==> src/rtl/wisc_pipe_pkg.sv <==
// Shared pipeline types for the ID-stage hazard scoreboard.
//   stage_t : per-stage tracking entry {v, rd, we, ld}
//   FWD_*   : forwarding-select encoding for the default 3-deep pipeline
// The register field is sized for up to 256 registers so that the struct
// stays parameter-free; narrower indices are zero-extended into it.
package wisc_pipe_pkg;

  localparam int unsigned RD_MAXW = 8;

  typedef logic [RD_MAXW-1:0] rd_t;

  typedef struct packed {
    logic v;
    rd_t  rd;
    logic we;
    logic ld;
  } stage_t;

  localparam logic [1:0] FWD_RF  = 2'd0;
  localparam logic [1:0] FWD_EX  = 2'd1;
  localparam logic [1:0] FWD_MEM = 2'd2;
  localparam logic [1:0] FWD_WB  = 2'd3;

endpackage

==> src/rtl/wisc_hazard_scoreboard_if.sv <==
// ID-stage <-> scoreboard signal bundle.
//   master : ID stage (drives instruction fields, stall_in, flush)
//   slave  : scoreboard (drives stall, fwd_sel, wb_rd/wb_we, stall_count)
interface wisc_hazard_scoreboard_if #(
  parameter int NREG  = 8,
  parameter int NSRC  = 2,
  parameter int DEPTH = 3
);
  localparam int AW   = $clog2(NREG);
  localparam int SELW = $clog2(DEPTH + 1);

  logic                 id_valid;
  logic [NSRC*AW-1:0]   id_rs;
  logic [NSRC-1:0]      id_rs_used;
  logic [AW-1:0]        id_rd;
  logic                 id_rd_we;
  logic                 id_is_load;
  logic                 stall_in;
  logic                 flush;
  logic                 stall;
  logic [NSRC*SELW-1:0] fwd_sel;
  logic [AW-1:0]        wb_rd;
  logic                 wb_we;
  logic [15:0]          stall_count;

  modport master (
    output id_valid, id_rs, id_rs_used, id_rd, id_rd_we, id_is_load, stall_in, flush,
    input  stall, fwd_sel, wb_rd, wb_we, stall_count
  );

  modport slave (
    input  id_valid, id_rs, id_rs_used, id_rd, id_rd_we, id_is_load, stall_in, flush,
    output stall, fwd_sel, wb_rd, wb_we, stall_count
  );
endinterface

==> src/rtl/wisc_src_match.sv <==
// Single-operand youngest-match priority encoder and load-use hazard flag.
//   id_valid_i, used_i : operand is live
//   rs_i               : source register (zero-extended)
//   stage_i            : tracked stages, index 0 = stage 1 (EX)
//   sel_o              : 0 = register file, k = forward from stage k
//   hazard_o           : youngest match is a load not yet forwardable
module wisc_src_match
  import wisc_pipe_pkg::*;
#(
  parameter int DEPTH      = 3,
  parameter int LOAD_STAGE = 2,
  parameter int ZERO_REG   = 0,
  parameter int SELW       = $clog2(DEPTH + 1)
) (
  input  logic            id_valid_i,
  input  logic            used_i,
  input  rd_t             rs_i,
  input  stage_t          stage_i [DEPTH],
  output logic [SELW-1:0] sel_o,
  output logic            hazard_o
);

  logic zero_blk;

  always_comb begin
    sel_o    = '0;
    hazard_o = 1'b0;
    zero_blk = (ZERO_REG != 0) && (rs_i == '0);
    // Walk oldest to youngest so the youngest match overwrites older ones.
    for (int k = DEPTH; k >= 1; k--) begin
      if (id_valid_i && used_i && !zero_blk &&
          stage_i[k-1].v && stage_i[k-1].we && (stage_i[k-1].rd == rs_i)) begin
        sel_o    = SELW'(k);
        hazard_o = stage_i[k-1].ld && (k < LOAD_STAGE);
      end
    end
  end

endmodule

==> src/rtl/wisc_hazard_scoreboard.sv <==
// ID-stage hazard/forwarding scoreboard. Tracks {v, rd, we, ld} of the
// instructions in the DEPTH stages downstream of ID, raises a RAW stall on
// load-use hazards, reports per-operand forwarding selects and drives the
// register-file write port from the last stage.
//   clk, rst : clock, asynchronous active-low reset
//   sb       : slave side of wisc_hazard_scoreboard_if
// NREG must not exceed 256 (width of the shared rd field).
module wisc_hazard_scoreboard
  import wisc_pipe_pkg::*;
#(
  parameter int NREG       = 8,
  parameter int DEPTH      = 3,
  parameter int NSRC       = 2,
  parameter int LOAD_STAGE = 2,
  parameter int ZERO_REG   = 0
) (
  input  logic                      clk,
  input  logic                      rst,
  wisc_hazard_scoreboard_if.slave   sb
);

  localparam int AW   = $clog2(NREG);
  localparam int SELW = $clog2(DEPTH + 1);

  stage_t               stage_q [DEPTH];
  stage_t               stage_d [DEPTH];
  logic [15:0]          cnt_q, cnt_d;
  logic [NSRC-1:0]      hazard;
  logic [NSRC*SELW-1:0] fwd_sel;
  logic                 stall;

  for (genvar i = 0; i < NSRC; i++) begin : g_src
    wisc_src_match #(
      .DEPTH      (DEPTH),
      .LOAD_STAGE (LOAD_STAGE),
      .ZERO_REG   (ZERO_REG),
      .SELW       (SELW)
    ) u_match (
      .id_valid_i (sb.id_valid),
      .used_i     (sb.id_rs_used[i]),
      .rs_i       (rd_t'(sb.id_rs[i*AW +: AW])),
      .stage_i    (stage_q),
      .sel_o      (fwd_sel[i*SELW +: SELW]),
      .hazard_o   (hazard[i])
    );
  end

  // A flushed instruction never issues, so it cannot need a stall.
  assign stall = (|hazard) & ~sb.flush;

  always_comb begin
    stage_d = stage_q;
    cnt_d   = cnt_q;
    if (!sb.stall_in) begin
      for (int k = DEPTH - 1; k >= 1; k--) begin
        stage_d[k] = stage_q[k-1];
      end
      if (sb.flush || stall) begin
        stage_d[0] = '0;
      end else begin
        stage_d[0] = '{v: sb.id_valid, rd: rd_t'(sb.id_rd), we: sb.id_rd_we, ld: sb.id_is_load};
      end
      if (stall && (cnt_q != 16'hFFFF)) begin
        cnt_d = cnt_q + 16'd1;
      end
    end
  end

  always_ff @(posedge clk or negedge rst) begin
    if (!rst) begin
      for (int k = 0; k < DEPTH; k++) begin
        stage_q[k] <= '0;
      end
      cnt_q <= '0;
    end else begin
      stage_q <= stage_d;
      cnt_q   <= cnt_d;
    end
  end

  assign sb.stall       = stall;
  assign sb.fwd_sel     = fwd_sel;
  assign sb.wb_rd       = stage_q[DEPTH-1].rd[AW-1:0];
  assign sb.wb_we       = stage_q[DEPTH-1].v & stage_q[DEPTH-1].we;
  assign sb.stall_count = cnt_q;

endmodule

==> src/flat_wrapper.sv <==
// flat-port wrapper written by rule: the top's interface ports become plain ports
module wisc_hazard_scoreboard_flat import wisc_pipe_pkg::*;
#(
  parameter int NREG       = 8,
  parameter int DEPTH      = 3,
  parameter int NSRC       = 2,
  parameter int LOAD_STAGE = 2,
  parameter int ZERO_REG   = 0
)
  (clk, rst, sb_id_valid, sb_id_rs, sb_id_rs_used, sb_id_rd, sb_id_rd_we, sb_id_is_load, sb_stall_in, sb_flush, sb_stall, sb_fwd_sel, sb_wb_rd, sb_wb_we, sb_stall_count);
  wisc_hazard_scoreboard_if #(.NREG(NREG), .NSRC(NSRC), .DEPTH(DEPTH)) sb_i ();
  input  logic clk;
  input  logic rst;
  input wire logic [$bits(sb_i.id_valid)-1:0] sb_id_valid;
  input wire logic [$bits(sb_i.id_rs)-1:0] sb_id_rs;
  input wire logic [$bits(sb_i.id_rs_used)-1:0] sb_id_rs_used;
  input wire logic [$bits(sb_i.id_rd)-1:0] sb_id_rd;
  input wire logic [$bits(sb_i.id_rd_we)-1:0] sb_id_rd_we;
  input wire logic [$bits(sb_i.id_is_load)-1:0] sb_id_is_load;
  input wire logic [$bits(sb_i.stall_in)-1:0] sb_stall_in;
  input wire logic [$bits(sb_i.flush)-1:0] sb_flush;
  output wire logic [$bits(sb_i.stall)-1:0] sb_stall;
  output wire logic [$bits(sb_i.fwd_sel)-1:0] sb_fwd_sel;
  output wire logic [$bits(sb_i.wb_rd)-1:0] sb_wb_rd;
  output wire logic [$bits(sb_i.wb_we)-1:0] sb_wb_we;
  output wire logic [$bits(sb_i.stall_count)-1:0] sb_stall_count;
  assign sb_i.id_valid = sb_id_valid;
  assign sb_i.id_rs = sb_id_rs;
  assign sb_i.id_rs_used = sb_id_rs_used;
  assign sb_i.id_rd = sb_id_rd;
  assign sb_i.id_rd_we = sb_id_rd_we;
  assign sb_i.id_is_load = sb_id_is_load;
  assign sb_i.stall_in = sb_stall_in;
  assign sb_i.flush = sb_flush;
  assign sb_stall = sb_i.stall;
  assign sb_fwd_sel = sb_i.fwd_sel;
  assign sb_wb_rd = sb_i.wb_rd;
  assign sb_wb_we = sb_i.wb_we;
  assign sb_stall_count = sb_i.stall_count;
  wisc_hazard_scoreboard #(.NREG(NREG), .DEPTH(DEPTH), .NSRC(NSRC), .LOAD_STAGE(LOAD_STAGE), .ZERO_REG(ZERO_REG)) u_core (.clk(clk), .rst(rst), .sb(sb_i));
endmodule
==> config.mk <==
export PLATFORM = sky130hd
export DESIGN_NAME = wisc_hazard_scoreboard_flat
export DESIGN_NICKNAME = d
export VERILOG_FILES = /design/src/rtl/wisc_pipe_pkg.sv /design/src/rtl/wisc_hazard_scoreboard_if.sv /design/src/rtl/wisc_src_match.sv /design/src/rtl/wisc_hazard_scoreboard.sv /design/src/flat_wrapper.sv
export SDC_FILE = /design/constraint.sdc
export NUM_CORES = 1
export LEC_CHECK = 0
export CAP_MARGIN = 10
export CORE_AREA = 2 2 82 60
export DETAILED_ROUTE_END_ITERATION = 8
export DIE_AREA = 0 0 84 62
export PLACE_DENSITY_LB_ADDON = 0.12
export SETUP_SLACK_MARGIN = 0.5
export SYNTH_ARGS = -nofsm -noshare
export SYNTH_HDL_FRONTEND = slang
export SYNTH_HIERARCHICAL = 1
export SYNTH_SLANG_ARGS = --single-unit
==> constraint.sdc <==
create_clock -name clk -period 4.63 [get_ports clk]
set_input_delay 0.463 -clock clk [delete_from_list [all_inputs] [get_ports clk]]
set_output_delay 0.463 -clock clk [all_outputs]
set_load 0.01 [all_outputs]
* Word-level counts from Yosys, hierarchy flattened
Index checks and enable logic that the tools add are counted.
Word-level totals: register bits 47, input bits 18, output and inout port bits 25, word-level logic and storage cells 56
Operators by class: add/subtract/negate cells 1, equality and inequality tests 7, muxes and demuxes 9, bitwise gates (word level) 4, reductions and logical operators 24
Operators by type and width (number):
- == test 8 x 3 -> 1 bit | 6
- logical AND 1 bit | 21
- adder 16 x 1 -> 16 bit, second input constant | 1
- != test 16 bit, second input constant | 1
- 2-to-1 mux 2 bit | 6
- 2-to-1 mux 11 bit | 1
- bitwise AND 1 bit | 2
- 2-to-1 mux 1 bit | 2
- NOT 1 bit | 2
- AND reduction 2 bit | 1
- OR reduction 2 bit | 1
- logical OR 1 bit | 1

* Longest topological paths before layout
Gate-level depths: netlist of run 1.
depth after elaboration 9, mapped depth 8, depth with buffers taken out 8

* Modules after synthesis
Netlist of run 1, hierarchy kept.
By module, submodules not included:
- wisc_hazard_scoreboard | times used 1, cells each 121, area an instance 1511.4 um^2, seq. area each 850.8 um^2
- wisc_src_match | times used 2, cells each 40, area an instance 309.0 um^2, seq. area each 0.0 um^2

* Worst setup path before layout of run 1
Ideal clock, no wire load.
kind input to register, start point input port sb_id_rs[3], end point register u_core.cnt_q[9], in the netlist u_core/sb.stall_count[9], library setup time 79 ps, arrival 2130 ps, required time 4551 ps, setup slack 2421 ps, cell stages on the path 8, path buffers 0, cells stage by stage xnor2_1 > nand4_1 > nor4_1 > and2_1 > nor2_1 > or4_4 > nor3_2 > xor2_1
On the way: word-level cells in the longest chain between the ends 7
Ends and longest elaborated chain:
- from (decl) | RTL line flat_wrapper.sv:15 | input wire logic [$bits(sb_i.id_rs)-1:0] sb_id_rs;
- == test 8 x 3 -> 1 bit | RTL line wisc_src_match.sv:32 | stage_i[k-1].v && stage_i[k-1].we && (stage_i[k-1].rd == rs_i)) begin
- logical AND 1 bit | RTL line wisc_src_match.sv:32
- 2-to-1 mux 1 bit | RTL line wisc_src_match.sv:31 | if (id_valid_i && used_i && !zero_blk &&
- net u_core.hazard[1] | RTL line wisc_hazard_scoreboard.sv:28 | logic [NSRC-1:0] hazard;
- OR reduction 2 bit | RTL line wisc_hazard_scoreboard.sv:49 | assign stall = (|hazard) & ~sb.flush;
- bitwise AND 1 bit | RTL line wisc_hazard_scoreboard.sv:49
- logical AND 1 bit | RTL line wisc_hazard_scoreboard.sv:63 | if (stall && (cnt_q != 16'hFFFF)) begin
- AND reduction 2 bit (no line)
- to (signal assigned) | RTL line wisc_hazard_scoreboard.sv:77 | cnt_q <= cnt_d;
- to (decl) | RTL line wisc_hazard_scoreboard.sv:27 | logic [15:0] cnt_q, cnt_d;
The timed path passes the listed nets, and every way through them passes these cells. A chain may end at the register's enable or synchronous reset.

* Worst setup path after layout of run 1
start point input port sb_id_rs[2], end point output port sb_stall
On the way: word-level cells in the longest chain between the ends 5
Ends and longest elaborated chain:
- == test 8 x 3 -> 1 bit | RTL line wisc_src_match.sv:32
- logical AND 1 bit | RTL line wisc_src_match.sv:32
- 2-to-1 mux 1 bit | RTL line wisc_src_match.sv:31
- net u_core.hazard[0] | RTL line wisc_hazard_scoreboard.sv:28
- OR reduction 2 bit | RTL line wisc_hazard_scoreboard.sv:49
- bitwise AND 1 bit | RTL line wisc_hazard_scoreboard.sv:49
- to (decl) | RTL line flat_wrapper.sv:22 | output wire logic [$bits(sb_i.stall)-1:0] sb_stall;
The timed path passes the listed nets, and every way through them passes these cells.

==> results_dict.tcl, run 1 <==
set metrics [dict create \
    via_per_inst 4.62 \
    start_util_pct 45.3 \
    grt_max_degree 33 \
    track_usage_pct 17.5 \
    arrival_ns 2.72 \
    portBuffers 42 \
    core_area_sq_um 4550 \
    drcViolationCount 0 \
    diodes 0 \
    drt_iter0_drc 75 \
    nFillCells 407 \
    rsz0062_at_grt "false" \
    drive_gt1_share_pct 8.31 \
    path_class "in2out" \
    finalMaxSlewViolations 0 \
    endpoint_kind "output port" \
    dr.pass1.iters 4 \
    die_h_um 62 \
    clockBufferDepth 2 \
    vdd_ir_drop_max_mv 0.151 \
    ant_nets 0 \
    cts_buffers 5 \
    start_kind "primary input" \
    dp_hpwl_um 3340 \
    worstMarginPinSlew_ns 0.751 \
    grt_first_pass_wirelength_um 6990 \
    hold_violations 0 \
    tns_ns 0 \
    final_cell_mix "conb_1 (60), xnor2_1 (47), clkdlybuf4s50_1 (42), dfrtp_1 (32), nand4_1 (16)" \
    skew_ns 0.0140 \
    dieArea_sq_um 5210 \
    antenna_found_initial 0 \
    yosysWarnings 6 \
    period_needed_ns 3.18 \
    clk_pin_slew_worst_paths_ns 0.08 \
    dr_total_vias 1653 \
    io_pins 43 \
    required_ns 4.17 \
    ctsResizeCount 0 \
    clock-root-buffer "clkbuf_8" \
    status "completed" \
    min_path_type "reg2reg" \
    power_density_nw_per_um2 254 \
    h-tree-depth 2 \
    cts_sinks 32 \
    leakagePower_uw 0.00125 \
    final_common_cell "conb_1" \
    place_ws_ns 1.44 \
    worst-path-max-fanout 3 \
    syn_area_sq_um 2060 \
    routabilityCongestion 0.788 \
    final_nets 319 \
    clk_latency_ns 0.29 \
    finalSetupViolCount 0 \
    routedWlPerCell_um 12.0 \
    die_w_um 84 \
    cts_tree "done" \
    p_total_uw 729 \
    ctsHoldBuffers 0 \
    placedCellCount 350 \
    max_freq_mhz 314 \
    grt_overflow_total 0 \
    timing.slew.headroom_pct 49.8 \
    first_global_vias 1461 \
    syn_to_final_growth_pct 39.4 \
    utilization_pct 63.1 \
    syn_inst 197 \
    rows 21 \
    syn_area_per_cell_sq_um 10.4 \
    maxCapViolations 0 \
    fin_ws_ns 1.45 \
    fin_crit_sh_pct 68.7 \
    totalWireLength_um 4290 \
    postCtsSetupBuffers 0 \
    layoutNonFillerInstCount 358 \
]
==> critical path: stages <==
cell and delay [ns]:
clkdlybuf4s50_1 0.55, xnor2_1 0.14, nand4_1 0.12, nor4_1 0.51, and2_1 0.21, nor2_1 0.06, nor2_1 0.10, clkdlybuf4s50_1 0.55
==> through the flow <==
step | instance area (sq um) | hold WS (ns)
6_report | 2870 | 0.499
2_1_floorplan | 2280 | 0.167
4_1_cts | 2870 | 0.499
5_1_grt | 2870 | 0.513
3_5_place_dp | 2740 | 0.491
3_3_place_gp | 2740 | 0.480
==> final cells by class <==
| type | instances | area [sq um] | share of cell area, % |
|---|---|---|---|
| clock inverters | 1 | 30.0 | 1.05 |
| repair buffers | 43 | 428 | 14.9 |
| flip-flops and latches | 32 | 801 | 27.9 |
| clock buffers | 7 | 96.3 | 3.36 |
| inverters | 1 | 3.75 | 0.131 |
| well taps | 57 | 71.3 | 2.49 |
| multi-input cells | 217 | 1440 | 50.1 |
==> power breakdown <==
group	internal [uW]	leakage (uW)	switching, uW
Sequential	295	0.000432	19.2
Combinational	68.6	0.000758	52.5
Clock	190	0.0000645	104
Total	553	0.00125	176
==> routing by layer <==
metal / GRT usage (%) / wire length (um) / vias up
met1: 26.5 / 2390 / 771
li1: - / - / 851
met2: 24.7 / 1710 / 29
met4: 3.00 / 8 / 0
met5: 0 / 0 / -
met3: 5.42 / 187 / 2
==> worst paths after layout <==
check                                                      start                               endpoint  slack, ns  depth (start not counted)
hold reg to reg            u_core/sb.stall_count[14]$_DFFE_PN0P_  u_core/sb.stall_count[14]$_DFFE_PN0P_       0.50                          1
max in group asynchronous                                    rst         u_core/stage_q[13]$_DFFE_PN0N_       3.72                          2
setup / recovery                                     sb_id_rs[2]                               sb_stall       1.45                          8
min in group asynchronous                                    rst  u_core/sb.stall_count[13]$_DFFE_PN0P_       0.58                          2
hold / removal             u_core/sb.stall_count[14]$_DFFE_PN0P_  u_core/sb.stall_count[14]$_DFFE_PN0P_       0.50                          1
setup reg to reg                  u_core/stage_q[26]$_DFFE_PN0N_   u_core/sb.stall_count[7]$_DFFE_PN0P_       2.11                          8
==> registers in the layout, indices dropped and copies added (netlist names) <==
signal / flops
u_core/sb.stall_count: 16
u_core/sb.wb_rd: 3
u_core/stage_q: 13
Power figures use the tool's default switching activity.
==> inputs of run 2 (changes only) <==
Settings changed: CORE_AREA 2 2 82 60 to 2 2 84 62, DIE_AREA 0 0 84 62 to 0 0 86 64.
Clock period 4.63 ns to 2.6 ns, I/O delays scaled along.
==> run 2 against run 1 <==
  * Global-route usage grew 0.51 points
  * Flip-flop and latch count is the same
  * First-iteration DRC count is the same
  * Sequential share of layout area shrank 2.0 points
  * Die area grew 5.7%
==> results_dict.tcl, run 2 (synthesized netlist as in run 1, its figures left out) <==
set metrics [dict create \
    ctsHoldBuffers 0 \
    status "completed" \
    regArea_sq_um 802 \
    drt_iter0_drc 75 \
    utilization_pct 66.4 \
    antenna_found_initial 0 \
    grt_first_pass_wirelength_um 7690 \
    rsz0062_at_grt "true" \
    core_area_sq_um 4650 \
    cts_sinks 32 \
    max_freq_mhz 448 \
    skew_ns 0.00462 \
    rrSetupSlack_ns 0.37 \
    via_per_inst 4.76 \
    r2r-end "u_core/sb.stall_count[7]$_DFFE_PN0P_" \
    hold_ws_ns 0.374 \
    timing.slew.headroom_pct 49.0 \
    worst-path-max-fanout 3 \
    final_nets 332 \
    io_pins 43 \
    portBuffers 42 \
    final_common_cell "conb_1" \
    dieArea_sq_um 5500 \
    largest_register_ffs 16 \
    rows 21 \
    dp_hpwl_um 3390 \
    clk_pin_slew_worst_paths_ns 0.07 \
    rr_startpoint "u_core/stage_q[25]$_DFFE_PN0N_" \
    place_ws_ns -0.0468 \
    maxCapViolations 0 \
    drive_gt1_share_pct 21.0 \
    dr.pass1.iters 4 \
    power_frac_seq_pct 42.0 \
    cts_tree "done" \
    ant_nets 0 \
    fin_ws_ns 0.370 \
    p_switching_uw 329 \
    endpoint_kind "register" \
    h-tree-depth 2 \
    multi_input_area_sq_um 1590 \
    worstMarginPinSlew_ns 0.763 \
    finalMaxSlewViolations 0 \
    diodes 0 \
    clock-root-buffer "clkbuf_8" \
    routedWlPerCell_um 12.8 \
    fin_crit_sh_pct 85.8 \
    min_path_type "in2async" \
    required_ns 2.81 \
    finalInstanceArea_sq_um 3090 \
    track_usage_pct 18.0 \
    drcViolationCount 0 \
    clockPowerShare_pct 39.6 \
    die_h_um 64 \
    grt_overflow_total 0 \
    power_density_nw_per_um2 431 \
    syn_to_final_growth_pct 50.2 \
    dr_total_vias 1765 \
    reg2reg_depth 8 \
    hold_violations 0 \
    p_sw_share_pct 24.7 \
    first_global_vias 1666 \
    die_w_um 86 \
    nFillCells 417 \
    finalSetupViolCount 0 \
    cts_buffers 5 \
    pwr-share-comb_pct 18.4 \
    placed_area_sq_um 2790 \
    period_needed_ns 2.23 \
    arrival_ns 2.44 \
    totalWireLength_um 4750 \
    intPower_uw 1000 \
    clockBufferDepth 2 \
    grt_max_degree 33 \
    start_kind "register" \
    leakagePower_uw 0.00138 \
    path_class "reg2reg" \
    start_util_pct 44.2 \
    routabilityCongestion 0.809 \
    clk_latency_ns 0.28 \
    vdd_ir_drop_max_mv 0.283 \
    final_cell_mix "conb_1 (60), xnor2_1 (44), dfrtp_1 (31), clkdlybuf4s50_1 (30), nand4_1 (16)" \
]
[run 2: how the worst max path moves through the flow]
stage / start / end / slack [ns] / depth (start not counted)
final: u_core/stage_q[25]$_DFFE_PN0N_ / u_core/sb.stall_count[7]$_DFFE_PN0P_ / 0.37 / 8
after global routing: u_core/stage_q[25]$_DFFE_PN0N_ / u_core/sb.stall_count[7]$_DFFE_PN0P_ / 0.26 / 8
after CTS: u_core/stage_q[14]$_DFFE_PN0N_ / sb_fwd_sel[1] / 0.41 / 5
after detailed placement: sb_id_rs[0] / sb_fwd_sel[1] / -0.05 / 6
after global placement: sb_id_rs[2] / sb_fwd_sel[1] / -0.03 / 6
after floorplan: u_core/stage_q[25]$_DFFE_PN0N_ / u_core/sb.stall_count[9]$_DFFE_PN0P_ / 0.50 / 8
[run 2: power by group through the flow]
stage / logic [uW] / registers (uW) / clock network [uW]
final: 245 / 558 / 527
after global routing: 272 / 562 / 567
after CTS: 222 / 556 / 543
after detailed placement: 215 / 568 / 0
after global placement: 214 / 567 / 0
after floorplan: 151 / 558 / 0
[run 2: metal layers]
metal	share of wire, %	GRT usage [%]	vias up
li1	-	-	874
met1	48	24.7	843
met2	47	26.8	41
met3	4.1	5.04	7
met4	1.3	6.75	0
met5	0	0	-
[run 2: worst max-delay path, stage by stage, from the launching register on]
cell	delay (ns)
dfrtp_1	0.43
xnor2_1	0.15
nand3_1	0.11
nor4_2	0.34
and2_4	0.21
nor2_2	0.05
or4_4	0.52
nor3_4	0.20
xor2_1	0.15
[run 2: what timing repair did]
action / CTS / global route
buffers inserted: 4 / 4
gates resized for setup: 30 / 25
setup endpoints to repair: 14 / 18
pin swaps: 20 / 23
[run 2: metrics by stage]
step | cells | setup TNS (ns) | total power (uW)
4_1_cts | 367 | 0 | 1320
3_3_place_gp | 355 | -0.0426 | 781
2_1_floorplan | 256 | 0 | 709
5_1_grt | 371 | 0 | 1400
3_5_place_dp | 355 | -0.155 | 782
6_report | 371 | 0 | 1330
[run 2: cell type report]
type	instances	area share [%]
tap	57	2.31
clock buffer	7	3.12
clock inverter	1	0.972
timing repair buffer	56	15.9
multi-input combinational	217	51.6
sequential	32	26.0
inverter	1	0.122
==> inputs of run 3 (changes only) <==
Settings changed: SKIP_CTS_REPAIR_TIMING from default to 1.
==> run 3 against run 2 <==
  * Clock-buffer cell count did not move
  * Largest power group unchanged
  * Non-clock buffer count fell by 3
  * Flip-flop and latch count did not move
==> results_dict.tcl, run 3 (synthesized netlist as in run 1, its figures left out) <==
set metrics [dict create \
    clock-root-buffer "clkbuf_8" \
    final_nets 329 \
    vdd_ir_drop_max_mv 0.261 \
    finalSetupViolCount 0 \
    routabilityCongestion 0.809 \
    cpPeakStageDelay_ns 0.52 \
    place_ws_ns -0.0468 \
    max_freq_mhz 449 \
    clk_pin_slew_worst_paths_ns 0.07 \
    io_pins 43 \
    start_util_pct 44.2 \
    die_h_um 64 \
    clockBufferDepth 2 \
    dieArea_sq_um 5500 \
    status "completed" \
    clockPowerShare_pct 39.6 \
    start_kind "register" \
    via_per_inst 4.69 \
    dr_total_vias 1727 \
    worst-path-max-fanout 4 \
    grt_first_pass_wirelength_um 7510 \
    p_total_uw 1330 \
    power_density_nw_per_um2 437 \
    final_cell_mix "conb_1 (60), xnor2_1 (43), clkdlybuf4s50_1 (31), dfrtp_1 (30), nand4_1 (16)" \
    ant_nets 0 \
    leakagePower_uw 0.00141 \
    track_usage_pct 17.5 \
    reg2reg_depth 8 \
    maxCapViolations 0 \
    first_global_vias 1635 \
    rsz0062_at_grt "true" \
    nFillCells 414 \
    crit_path_top_delay_cell "or4_4" \
    r2r-end "u_core/sb.stall_count[9]$_DFFE_PN0P_" \
    arrival_ns 2.44 \
    cts_sinks 32 \
    syn_to_final_growth_pct 47.7 \
    hold_ws_ns 0.375 \
    pwr-share-comb_pct 18.3 \
    rr_startpoint "u_core/stage_q[25]$_DFFE_PN0N_" \
    path_class "reg2reg" \
    routedWlPerCell_um 12.2 \
    period_needed_ns 2.23 \
    rrSetupSlack_ns 0.37 \
    hold_violations 0 \
    required_ns 2.81 \
    antenna_found_initial 0 \
    final_common_cell "conb_1" \
    dp_hpwl_um 3390 \
    p_sw_share_pct 24.6 \
    h-tree-depth 2 \
    timing.slew.headroom_pct 66.4 \
    diodes 0 \
    cts_buffers 5 \
    p_switching_uw 326 \
    clk_latency_ns 0.28 \
    power_frac_seq_pct 42.1 \
    grt_max_degree 33 \
    core_area_sq_um 4650 \
    totalWireLength_um 4510 \
    fin_ws_ns 0.371 \
    worstMarginPinSlew_ns 0.502 \
    die_w_um 86 \
    finalMaxSlewViolations 0 \
    cts_tree "done" \
    drt_iter0_drc 78 \
    dr.pass1.iters 4 \
    utilization_pct 65.3 \
    drcViolationCount 0 \
    portBuffers 42 \
    rows 21 \
    endpoint_kind "register" \
    largest_register_ffs 16 \
    min_path_type "in2async" \
    fin_crit_sh_pct 85.7 \
    grt_overflow_total 0 \
    drive_gt1_share_pct 19.0 \
    skew_ns 0.00452 \
    path_cells "xnor2_2, nand3_2, nor4_4, and2_4, nor2_4, or4_4, nor3_2, xor2_1" \
    intPower_uw 1000 \
]
## run 3: worst max-delay path by stage
stage | from | end | slack [ns] | depth (start not counted)
floorplan | u_core/stage_q[25]$_DFFE_PN0N_ | u_core/sb.stall_count[9]$_DFFE_PN0P_ | 0.50 | 8
global placement | sb_id_rs[2] | sb_fwd_sel[1] | -0.03 | 6
detailed placement | sb_id_rs[0] | sb_fwd_sel[1] | -0.05 | 6
CTS | sb_id_rs[0] | sb_fwd_sel[1] | -0.06 | 6
global route | u_core/stage_q[25]$_DFFE_PN0N_ | u_core/sb.stall_count[9]$_DFFE_PN0P_ | 0.25 | 8
finish | u_core/stage_q[25]$_DFFE_PN0N_ | u_core/sb.stall_count[9]$_DFFE_PN0P_ | 0.37 | 8
## run 3: final cells by class
class	instances	area (sq um)	share of cell area [%]
clock buffers	7	96.3	3.17
clock inverters	1	30.0	0.988
inverters	1	3.75	0.124
multi-input cells	217	1540	50.7
flip-flops and latches	32	803	26.4
well taps	57	71.3	2.35
repair buffers	53	493	16.2
## run 3: worst max-delay path: cells and delay by family, from the launching register on
family / cells / cell delay, ns
xor+xnor: 2 / 0.34
flops: 1 / 0.45
simple gates: 6 / 1.37
## run 3: per-layer routing
| layer | track usage (%) | share of wire, % |
|---|---|---|
| met2 | 25.9 | 45 |
| met5 | 0 | 0 |
| met1 | 24.2 | 50 |
| met4 | 6.35 | 1.0 |
| met3 | 4.91 | 4.5 |
## run 3: power groups by stage
stage	registers, uW	clock network (uW)	logic, uW
global route	562	567	268
detailed placement	568	0	215
finish	558	526	242
floorplan	558	0	151
global placement	567	0	214
CTS	558	543	216
## run 3: through the flow
step / setup TNS, ns / cells / cell area, sq um
detailed placement: -0.155 / 355 / 2790
CTS: -0.141 / 363 / 2920
global route: 0 / 368 / 3040
floorplan: 0 / 256 / 2290
finish: 0 / 368 / 3040
global placement: -0.0426 / 355 / 2790
